<file path="config.mk">
export PLATFORM = sky130hd
export DESIGN_NAME = sr_cmd_debounce
export DESIGN_NICKNAME = d
export VERILOG_FILES = /design/src/rtl/sr_cmd_debounce.sv
export SDC_FILE = /design/constraint.sdc
export NUM_CORES = 1
export LEC_CHECK = 0
export CORE_AREA = 4 4 60 62
export CTS_BUF_LIST = sky130_fd_sc_hd__clkbuf_8
export CTS_CLUSTER_SIZE = 25
export DETAILED_ROUTE_END_ITERATION = 10
export DIE_AREA = 0 0 64 66
export HOLD_SLACK_MARGIN = 0.12
export PLACE_DENSITY = 0.75
export SYNTH_ARGS = -nofsm -noshare
export SYNTH_HDL_FRONTEND = slang
export SYNTH_SLANG_ARGS = --single-unit
</file>
<file path="constraint.sdc">
create_clock -name clk -period 4.6 [get_ports clk]
set_input_delay 1.38 -clock clk [delete_from_list [all_inputs] [get_ports clk]]
set_output_delay 1.38 -clock clk [all_outputs]
set_load 0.02 [all_outputs]
</file>
<file path="src/rtl/sr_cmd_debounce.sv">
// rtl/sr_cmd_debounce.sv - synchronise, debounce and arbitrate set/reset buttons into clean s/r pulses
module sr_cmd_debounce #(
    parameter int DB_CYCLES = 4,
    parameter int PULSE_LEN = 1,
    parameter int GAP_LEN   = 1
) (
    input  logic clk,
    input  logic rst_n,
    input  logic set_btn,
    input  logic rst_btn,
    output logic s,
    output logic r,
    output logic busy,
    output logic conflict,
    output logic q_exp
);

    typedef enum logic [1:0] {
        IDLE    = 2'd0,
        PULSE_S = 2'd1,
        PULSE_R = 2'd2,
        GAP     = 2'd3
    } state_t;

    localparam logic [7:0] DB_LAST    = 8'(DB_CYCLES - 1);
    localparam logic [3:0] PULSE_LAST = 4'(PULSE_LEN - 1);
    localparam logic [3:0] GAP_LAST   = 4'(GAP_LEN - 1);

    // Bit 0 carries the set path, bit 1 the reset path throughout.
    logic [1:0] btn;
    logic [1:0] sync1;
    logic [1:0] sync2;
    logic [1:0] db;
    logic [1:0] db_n;
    logic [7:0] cnt   [2];
    logic [7:0] cnt_n [2];
    logic [1:0] rise;
    logic [1:0] pend;
    logic [1:0] pend_n;
    logic [1:0] clr;

    state_t     state;
    state_t     state_n;
    logic [3:0] pcnt;
    logic [3:0] pcnt_n;
    logic       s_n;
    logic       r_n;
    logic       conflict_n;
    logic       q_n;
    logic       busy_n;
    logic       dispatch;

    assign btn = {rst_btn, set_btn};

    always_comb begin
        for (int i = 0; i < 2; i++) begin
            db_n[i]  = db[i];
            cnt_n[i] = 8'd0;
            if (sync2[i] != db[i]) begin
                if (cnt[i] == DB_LAST) begin
                    db_n[i] = sync2[i];
                end else begin
                    cnt_n[i] = cnt[i] + 8'd1;
                end
            end
        end
        rise = db_n & ~db;
    end

    always_comb begin
        state_n    = state;
        pcnt_n     = pcnt;
        s_n        = 1'b0;
        r_n        = 1'b0;
        conflict_n = 1'b0;
        q_n        = q_exp;
        clr        = 2'b00;
        dispatch   = 1'b0;

        case (state)
            IDLE: dispatch = 1'b1;
            PULSE_S: begin
                if (pcnt == PULSE_LAST) begin
                    state_n = GAP;
                    pcnt_n  = 4'd0;
                end else begin
                    s_n    = 1'b1;
                    pcnt_n = pcnt + 4'd1;
                end
            end
            PULSE_R: begin
                if (pcnt == PULSE_LAST) begin
                    state_n = GAP;
                    pcnt_n  = 4'd0;
                end else begin
                    r_n    = 1'b1;
                    pcnt_n = pcnt + 4'd1;
                end
            end
            GAP: begin
                // The last gap cycle arbitrates like IDLE so back-to-back commands see exactly GAP_LEN low cycles.
                if (pcnt == GAP_LAST) begin
                    state_n  = IDLE;
                    dispatch = 1'b1;
                end else begin
                    pcnt_n = pcnt + 4'd1;
                end
            end
            default: state_n = IDLE;
        endcase

        if (dispatch) begin
            case (pend)
                2'b01: begin
                    state_n = PULSE_S;
                    pcnt_n  = 4'd0;
                    s_n     = 1'b1;
                    q_n     = 1'b1;
                    clr     = 2'b01;
                end
                2'b10: begin
                    state_n = PULSE_R;
                    pcnt_n  = 4'd0;
                    r_n     = 1'b1;
                    q_n     = 1'b0;
                    clr     = 2'b10;
                end
                2'b11: begin
                    state_n    = IDLE;
                    conflict_n = 1'b1;
                    clr        = 2'b11;
                end
                default: ;
            endcase
        end

        pend_n = (pend & ~clr) | rise;
        busy_n = (state_n != IDLE);
    end

    always_ff @(posedge clk or negedge rst_n) begin
        if (!rst_n) begin
            sync1    <= 2'b00;
            sync2    <= 2'b00;
            db       <= 2'b00;
            cnt[0]   <= 8'd0;
            cnt[1]   <= 8'd0;
            pend     <= 2'b00;
            state    <= IDLE;
            pcnt     <= 4'd0;
            s        <= 1'b0;
            r        <= 1'b0;
            busy     <= 1'b0;
            conflict <= 1'b0;
            q_exp    <= 1'b0;
        end else begin
            sync1    <= btn;
            sync2    <= sync1;
            db       <= db_n;
            cnt[0]   <= cnt_n[0];
            cnt[1]   <= cnt_n[1];
            pend     <= pend_n;
            state    <= state_n;
            pcnt     <= pcnt_n;
            s        <= s_n;
            r        <= r_n;
            busy     <= busy_n;
            conflict <= conflict_n;
            q_exp    <= q_n;
        end
    end

endmodule

</file>
==> flow_summary.toml, run 1 <==
[synth]
synth.top_cells.by_area = "sky130_fd_sc_hd__dfrtp_1 49%, sky130_fd_sc_hd__ha_1 9.2%, sky130_fd_sc_hd__xor2_1 3.5%"
synth_enable_flop_cells = 0
synth-async-reset-ratio = 1.00
post_synth_num_cell_types = 41
postSynth.topFlopCell = "sky130_fd_sc_hd__dfrtp_1"
syn_nets = 181
synth_commonest_cells = "35 x sky130_fd_sc_hd__dfrtp_1, 14 x sky130_fd_sc_hd__nor2_1, 13 x sky130_fd_sc_hd__ha_1, 13 x sky130_fd_sc_hd__inv_1"
synthesis.instances = 164
avgSynthCellArea_sq_um = 10.8
yosys.area.top_type = "sky130_fd_sc_hd__dfrtp_1"
synth.yosys.warnings = 0
synthMostInstantiatedCell = "sky130_fd_sc_hd__dfrtp_1"
mappedNetlistArea_sq_mm = 0.00177
area_fraction_of_the_dominant_cell_type_after_synthesis = 0.494
yosys_register_bits = 35
seq_area_frac_synth = 0.494

[floorplan]
floorplan.initialDensity = 0.585
die_boundary_height_um = 66
die_width_um = 64
core_area_sq_mm = 0.00303
boundaryPins = 9
placementRows = 20
fp.dieArea_sq_mm = 0.00422

[grt]
grt_pass1_vias = 1287
grt_util_all_layers = 0.173
global_route.overflow_total = 0
antenna_violations_before_repair = 0
wire_length_of_the_first_global_routing_pass_um = 5590
maximum_number_of_pins_on_one_net_before_global_route_repair = 36

[placement]
gp_congestion = 0.874
port_buffers = 8
hpwl_um = 2310

[power]
vdd_ir_drop_max_v = 0.000365
p_sw_frac = 0.397
power.share.sequential = 0.375
design_power_total_w = 0.00122
power.internal_w = 0.000733
cellPowerDensity_mw_per_mm2 = 613
clock_power_share = 0.161
total_switching_power_w = 0.000482
power_leakage_nw = 0.879
power.combinational.fraction = 0.464

[routing]
vias = 1296
drt-vias-per-instance = 5.84
dr.first_iter.drc_count = 86
drtAntennaViolNets = 0
firstDrtPassIters = 4
remaining_drc_errors = 0
route.detailed.wl_per_inst_um = 14.2
routed_wirelength_um = 3160

[sta]
grt_setup_unrepaired = "no"
final.setup_skew_ns = 0.00337
hold_violations = 0
finalMaxSlewViolations = 0
setup_viol = 0
finalHoldWorstSlack_ns = 0.348
timing.fmax_ghz = 0.383
final_min_period_over_clock_period = 0.567
worst-slew-pin-transition_ns = 0.926
totalNegativeSetupSlack_ns = 0
worst_slew_margin_rel = 0.374
period_minus_slack_ns = 2.61

[setup_path]
timing_worst_setup_path_type = "reg -> out"
timing.critical_path.slowest_cell_delay_ns = 0.60
worst_setup_path_start_kind = "register"
critPathCaptureType = "output pin"
critPathBufInv = 1
crit_arrival_ns = 1.23
worst_path_max_delay_cell = "sky130_fd_sc_hd__clkdlybuf4s50_1"
critPathTopFamily = "buffers and inverters"
crit_path_max_fanout = 2
critical_path.cell_chain = "clkdlybuf4s50_1"
worst_ep_required_time_ns = 3.22

[cts]
cts_post_setup_buffers_inserted = 0
cts_hold_buffers = 0
cts.path.max_buffers = 2
insertion_delay_ns = 0.28
ctsRootBufferMaster = "sky130_fd_sc_hd__clkbuf_8"
cts_max_level = 2
worst_setup_hold_path_clk_slew_ns = 0.06
inserted_clock_buffers = 5
tritoncts_clock_tree = "done"
cts.sink_count = 35
cts_resized = 0

[job]
maxCapViolCount = 0

[layout]
layout-drive-gt1-share = 0.0787
antenna_cells = 0
final_nets = 196
area.growth.synth_to_final_pct = 11.9

[outcome]
status = "complete, no violations"

[hold_path]
holdCritPathClass = "reg -> reg"
## cells by family after synthesis
logic type | synth area share
adders and majority gates | 0.0918
AOI/OAI and AO/OA | 0.144
buffers and inverters | 0.0297
and+or+nand+nor | 0.170
DFF | 0.494
xor gates and xnor gates | 0.0494
muxes | 0.0205
## power groups by stage
stage / Sequential (W) / Clock, W / Combinational (W)
6_report: 0.000456 / 0.000196 / 0.000564
5_1_grt: 0.000468 / 0.000217 / 0.000631
2_1_floorplan: 0.000468 / 0 / 0.000398
3_5_place_dp: 0.000459 / 0 / 0.000565
3_3_place_gp: 0.000456 / 0 / 0.000542
4_1_cts: 0.000455 / 0.000202 / 0.000566
## area by class of cell
cell class	count	area, sq um
repair buffers	9	87.6
multi-input cells	115	843
flip-flops and latches	35	876
well taps	44	55.1
fillers	245	1040
clock buffers	5	68.8
inverters	13	48.8
clock inverters	1	3.75
## layer usage
metal / part of all wire / track usage / vias up / wire (um)
li1: - / - / 624 / -
met1: 0.44 / 0.195 / 641 / 1380
met2: 0.50 / 0.302 / 24 / 1570
met3: 0.047 / 0.0510 / 7 / 147
met4: 0.020 / 0.0755 / 0 / 63
met5: 0 / 0 / - / 0
## registers in the layout, summed over array words and instances, names as in the netlist, 2 cells and up
name   cells
cnt       16
db         2
pcnt       4
pend       2
state      2
sync1      2
sync2      2
## final timing paths
kind                          start  endpoint  slack [ns]  cells after the start
max                           q_exp     q_exp        1.99                      1
min                        sync1[1]  sync2[1]        0.35                      0
max reg2reg                state[0]      busy        2.33                      5
min reg2reg                sync1[1]  sync2[1]        0.35                      0
max in group asynchronous     rst_n    cnt[1]        2.78                      2
min in group asynchronous     rst_n   cnt[14]        1.51                      2
## cells in the final DEF (no fill, tap or decap), types with 5 or more instances in the layout
cell type,instances
sky130_fd_sc_hd__a21oi_1,7
sky130_fd_sc_hd__o21ai_0,8
sky130_fd_sc_hd__inv_1,14
sky130_fd_sc_hd__or3_1,7
sky130_fd_sc_hd__dfrtp_1,35
sky130_fd_sc_hd__clkdlybuf4s50_1,8
sky130_fd_sc_hd__xor2_1,7
sky130_fd_sc_hd__clkbuf_8,5
sky130_fd_sc_hd__nor2_1,14
sky130_fd_sc_hd__nand3_1,8
sky130_fd_sc_hd__ha_1,13
## per-stage QoR
stage	cell area, sq um	utilization	worst slack, ns	cells
floorplan	1770	-	2.74	164
global placement	1910	0.631	2.29	216
detailed placement	1910	0.631	2.29	216
CTS	1980	0.655	1.98	222
global route	1980	0.655	1.94	222
finish	1980	0.655	1.99	222
Note: power is estimated with default switching activity, not from simulation.
==> run 2: changes to the inputs <==
- clock period: 4.6 -> 2.7 ns (I/O delays scaled with it)
==> flow_summary.toml, run 2 (synthesized netlist as in run 1, its figures left out) <==
[power]
cellPowerDensity_mw_per_mm2 = 1060
power_leakage_nw = 0.884
design_power_total_w = 0.00210
vdd_ir_drop_max_v = 0.000695

[layout]
largest_register = "cnt"
area.growth.synth_to_final_pct = 12.4
most-common-layout-cells = "35 x sky130_fd_sc_hd__dfrtp_1, 14 x sky130_fd_sc_hd__inv_1, 14 x sky130_fd_sc_hd__nor2_1, 13 x sky130_fd_sc_hd__ha_1"
top_regs = "cnt: 16 flops, pcnt: 4 flops"
layout-drive-gt1-share = 0.0838
antenna_cells = 0
multi_input_area_sq_um = 843
layout.filler_cells = 246
finalNonFillerCells = 223
mostFrequentLayoutCell = "sky130_fd_sc_hd__dfrtp_1"
largest_register_ff_count = 16
final_nets = 197
layout.area.seq_sq_um = 876

[setup_path]
crit_path_max_fanout = 4
timing_worst_setup_path_type = "reg -> reg"
critPathCaptureType = "register"
regToRegSetupSlack_ns = 0.65
crit_arrival_ns = 2.18
worst_ep_required_time_ns = 2.84
worst_setup_path_start_kind = "register"

[grt]
global_route.overflow_total = 0
grt_util_all_layers = 0.176
grt_pass1_vias = 1282
antenna_violations_before_repair = 0
maximum_number_of_pins_on_one_net_before_global_route_repair = 36
wire_length_of_the_first_global_routing_pass_um = 5720

[cts]
cts_max_level = 2
cts.path.max_buffers = 2
tritoncts_clock_tree = "done"
inserted_clock_buffers = 5
cts_hold_buffers = 0
cts.sink_count = 35
cts_resized = 0
insertion_delay_ns = 0.28
cts_post_setup_buffers_inserted = 0
ctsRootBufferMaster = "sky130_fd_sc_hd__clkbuf_8"
worst_setup_hold_path_clk_slew_ns = 0.06

[routing]
drtAntennaViolNets = 0
firstDrtPassIters = 4
drt-vias-per-instance = 5.70
remaining_drc_errors = 0
vias = 1272
dr.first_iter.drc_count = 102
route.detailed.wl_per_inst_um = 14.4
routed_wirelength_um = 3200

[sta]
finalMaxSlewViolations = 0
totalNegativeSetupSlack_ns = 0
final_min_period_over_clock_period = 0.758
worst_slew_margin_rel = 0.536
finalHoldWorstSlack_ns = 0.350
setup_viol = 0
worst-slew-pin-transition_ns = 0.689
final.setup_skew_ns = 0.00202
grt_setup_unrepaired = "no"
post-route-worst-setup-slack_ns = 0.654
hold_violations = 0
period_minus_slack_ns = 2.05
timing.fmax_ghz = 0.489

[floorplan]
boundaryPins = 9
placementRows = 20
floorplan.initialDensity = 0.585
core_area_sq_mm = 0.00303
fp.dieArea_sq_mm = 0.00422
die_width_um = 64
die_boundary_height_um = 66

[placement]
dpl_worst_slack_ns = 0.677
gp_congestion = 0.885
place.detailed.instances = 217
port_buffers = 8
hpwl_um = 2320

[job]
maxCapViolCount = 0

[outcome]
status = "complete, no violations"

[hold_path]
holdCritPathClass = "reg -> reg"
[run 2: cell types whose count changed in the layout (fill, tap and decap cells not counted)]
cell / previous run / this run
sky130_fd_sc_hd__buf_4: 1 / 2
[run 2: final timing paths]
kind,startpoint,end,cells past startpoint
max in group asynchronous,rst_n,state[0],2
worst max register to register,pcnt[0],pcnt[0],7
min in group asynchronous,rst_n,cnt[11],2
worst max-delay path,pcnt[0],pcnt[0],7
worst min-delay path,sync1[1],sync2[1],0
worst min register to register,sync1[1],sync2[1],0
[run 2: where the power goes]
group / switching [W] / total, W / internal, W
sequential: 0.000122 / 0.000779 / 0.000657
clock: 0.000162 / 0.000330 / 0.000168
combinational: 0.000552 / 0.000992 / 0.000440
[run 2: area by class of cell]
| type | instances | share of cell area |
|---|---|---|
| Clock buffer | 5 | 0.0346 |
| Clock inverter | 1 | 0.00189 |
| Inverter | 13 | 0.0245 |
| Multi-Input combinational cell | 115 | 0.424 |
| Sequential cell | 35 | 0.440 |
| Tap cell | 44 | 0.0277 |
| Timing Repair Buffer | 10 | 0.0478 |
[run 2: stage by stage]
| stage | cell area [sq um] | util |
|---|---|---|
| 3_5_place_dp | 1920 | 0.633 |
| 2_1_floorplan | 1770 | - |
| 6_report | 1990 | 0.657 |
| 4_1_cts | 1990 | 0.657 |
| 3_3_place_gp | 1920 | 0.633 |
| 5_1_grt | 1990 | 0.657 |
[run 2: worst max-delay path, cell delays in order (launching register included)]
cell and delay (ns):
sky130_fd_sc_hd__dfrtp_1 0.40, sky130_fd_sc_hd__inv_1 0.12, sky130_fd_sc_hd__ha_1 0.21, sky130_fd_sc_hd__or3b_2 0.51, sky130_fd_sc_hd__ha_1 0.31, sky130_fd_sc_hd__inv_1 0.04, sky130_fd_sc_hd__a221oi_1 0.24, sky130_fd_sc_hd__a221oi_1 0.08
[run 2: metal layers]
layer  track usage  part of all wire  up-vias
li1              -                 -      619
met1         0.216              0.46      620
met2         0.288              0.48       28
met3        0.0629             0.050        5
met4        0.0566             0.013        0
met5             0                 0        -
==> run 3: changes to the inputs <==
- clock period: 2.7 -> 2 ns (I/O delays scaled with it)
==> flow_summary.toml, run 3 (synthesized netlist as in run 1, its figures left out) <==
[floorplan]
die_boundary_height_um = 66
floorplan.initialDensity = 0.585
core_area_sq_mm = 0.00303
boundaryPins = 9
fp.dieArea_sq_mm = 0.00422
die_width_um = 64
placementRows = 20

[sta]
setup_viol = 0
finalMaxSlewViolations = 0
period_minus_slack_ns = 1.89
totalNegativeSetupSlack_ns = 0
worst_slew_margin_rel = 0.628
timing.fmax_ghz = 0.530
grt_setup_unrepaired = "no"
final.setup_skew_ns = 0.00320
hold_violations = 0
worst-slew-pin-transition_ns = 0.550
final_min_period_over_clock_period = 0.943

[setup_path]
crit_arrival_ns = 2.06
worst_ep_required_time_ns = 2.18
worst_r2r_startpoint = "cnt[10]"
regToRegSetupSlack_ns = 0.11
timing_worst_setup_path_type = "reg -> reg"
worst_setup_path_start_kind = "register"
crit_path_max_fanout = 6
critPathCaptureType = "register"
ff2ff_path_depth = 3
rr_endpoint = "db[0]"

[layout]
largest_register_ff_count = 16
final_core_util = 0.676
most-common-layout-cells = "35 x sky130_fd_sc_hd__dfrtp_1, 14 x sky130_fd_sc_hd__nor2_1, 13 x sky130_fd_sc_hd__inv_1, 12 x sky130_fd_sc_hd__ha_1"
stdcell_area_sq_mm = 0.00205
layout-drive-gt1-share = 0.126
mostFrequentLayoutCell = "sky130_fd_sc_hd__dfrtp_1"
antenna_cells = 0
top_regs = "cnt: 16 flops, pcnt: 4 flops"
area.growth.synth_to_final_pct = 15.5
finalNonFillerCells = 227
final_nets = 200
layout.filler_cells = 237
largest_register = "cnt"

[routing]
remaining_drc_errors = 0
route.detailed.wl_per_inst_um = 14.3
dr.first_iter.drc_count = 71
firstDrtPassIters = 4
drtAntennaViolNets = 0
routed_wirelength_um = 3260
drt-vias-per-instance = 5.69
vias = 1292

[power]
power_leakage_nw = 0.908
cellPowerDensity_mw_per_mm2 = 1470
design_power_total_w = 0.00301
vdd_ir_drop_max_v = 0.00109

[placement]
placedInstanceArea_sq_mm = 0.00194
place.detailed.instances = 220
gp_congestion = 0.854
port_buffers = 8
hpwl_um = 2390

[cts]
cts.path.max_buffers = 2
cts_post_setup_buffers_inserted = 0
ctsRootBufferMaster = "sky130_fd_sc_hd__clkbuf_8"
insertion_delay_ns = 0.29
worst_setup_hold_path_clk_slew_ns = 0.07
cts_max_level = 2
cts.sink_count = 35
tritoncts_clock_tree = "done"
inserted_clock_buffers = 5

[hold_path]
min_from = "sync1[0]"
worstHoldEndpoint = "sync2[0]"
number_of_cells_on_the_worst_hold_path = 0
holdCritPathClass = "reg -> reg"

[grt]
antenna_violations_before_repair = 0
wire_length_of_the_first_global_routing_pass_um = 5780
maximum_number_of_pins_on_one_net_before_global_route_repair = 36
grt_util_all_layers = 0.183
global_route.overflow_total = 0
grt_pass1_vias = 1285

[job]
maxCapViolCount = 0

[outcome]
status = "complete, no violations"
-- run 3: repair_timing --
action,4_1_cts,5_1_grt
gates resized for setup,0,4
setup endpoints to repair,0,1
hold buffers,0,0
hold endpoints to repair,0,0
-- run 3: how the worst max path moves through the flow --
stage            start      end  cells past startpoint
2_1_floorplan  pcnt[0]  pcnt[0]                      7
3_3_place_gp   pcnt[0]  pcnt[0]                      7
3_5_place_dp   pcnt[0]  pcnt[0]                      7
4_1_cts        pcnt[0]  pcnt[0]                      7
5_1_grt        pcnt[0]  pcnt[0]                      7
6_report       cnt[10]    db[0]                      3
-- run 3: metal layers --
layer / wire length, um / vias to the layer above / GRT usage
li1: - / 630 / -
met4: 59 / 0 / 0.0809
met2: 1550 / 19 / 0.305
met3: 150 / 7 / 0.0646
met5: 0 / - / 0
met1: 1500 / 636 / 0.212
-- run 3: power breakdown --
| group | internal, W | switching [W] |
|---|---|---|
| registers | 0.000887 | 0.000164 |
| logic | 0.000669 | 0.000782 |
| clock network | 0.000270 | 0.000237 |
-- run 3: critical path: stages (launching register included) --
cell                      delay, ns
sky130_fd_sc_hd__dfrtp_1       0.45
sky130_fd_sc_hd__or4_4         0.57
sky130_fd_sc_hd__or4_4         0.45
sky130_fd_sc_hd__mux2_4        0.31
-- run 3: layout make-up --
| cell class | count | area, sq um | area share |
|---|---|---|---|
| flip-flops and latches | 35 | 876 | 0.428 |
| multi-input cells | 115 | 861 | 0.421 |
| repair buffers | 13 | 118 | 0.0575 |
| clock buffers | 6 | 82.6 | 0.0404 |
| well taps | 44 | 55.1 | 0.0269 |
| inverters | 13 | 48.8 | 0.0239 |
| clock inverters | 1 | 5.00 | 0.00245 |
-- run 3: per-stage QoR --
| stage | hold slack, ns | setup slack (ns) |
|---|---|---|
| after floorplan | 0.304 | 0.145 |
| after global placement | 0.333 | 0.0894 |
| after detailed placement | 0.339 | 0.0196 |
| after CTS | 0.355 | 0.0137 |
| after global routing | 0.365 | 0.0155 |
| final | 0.351 | 0.113 |
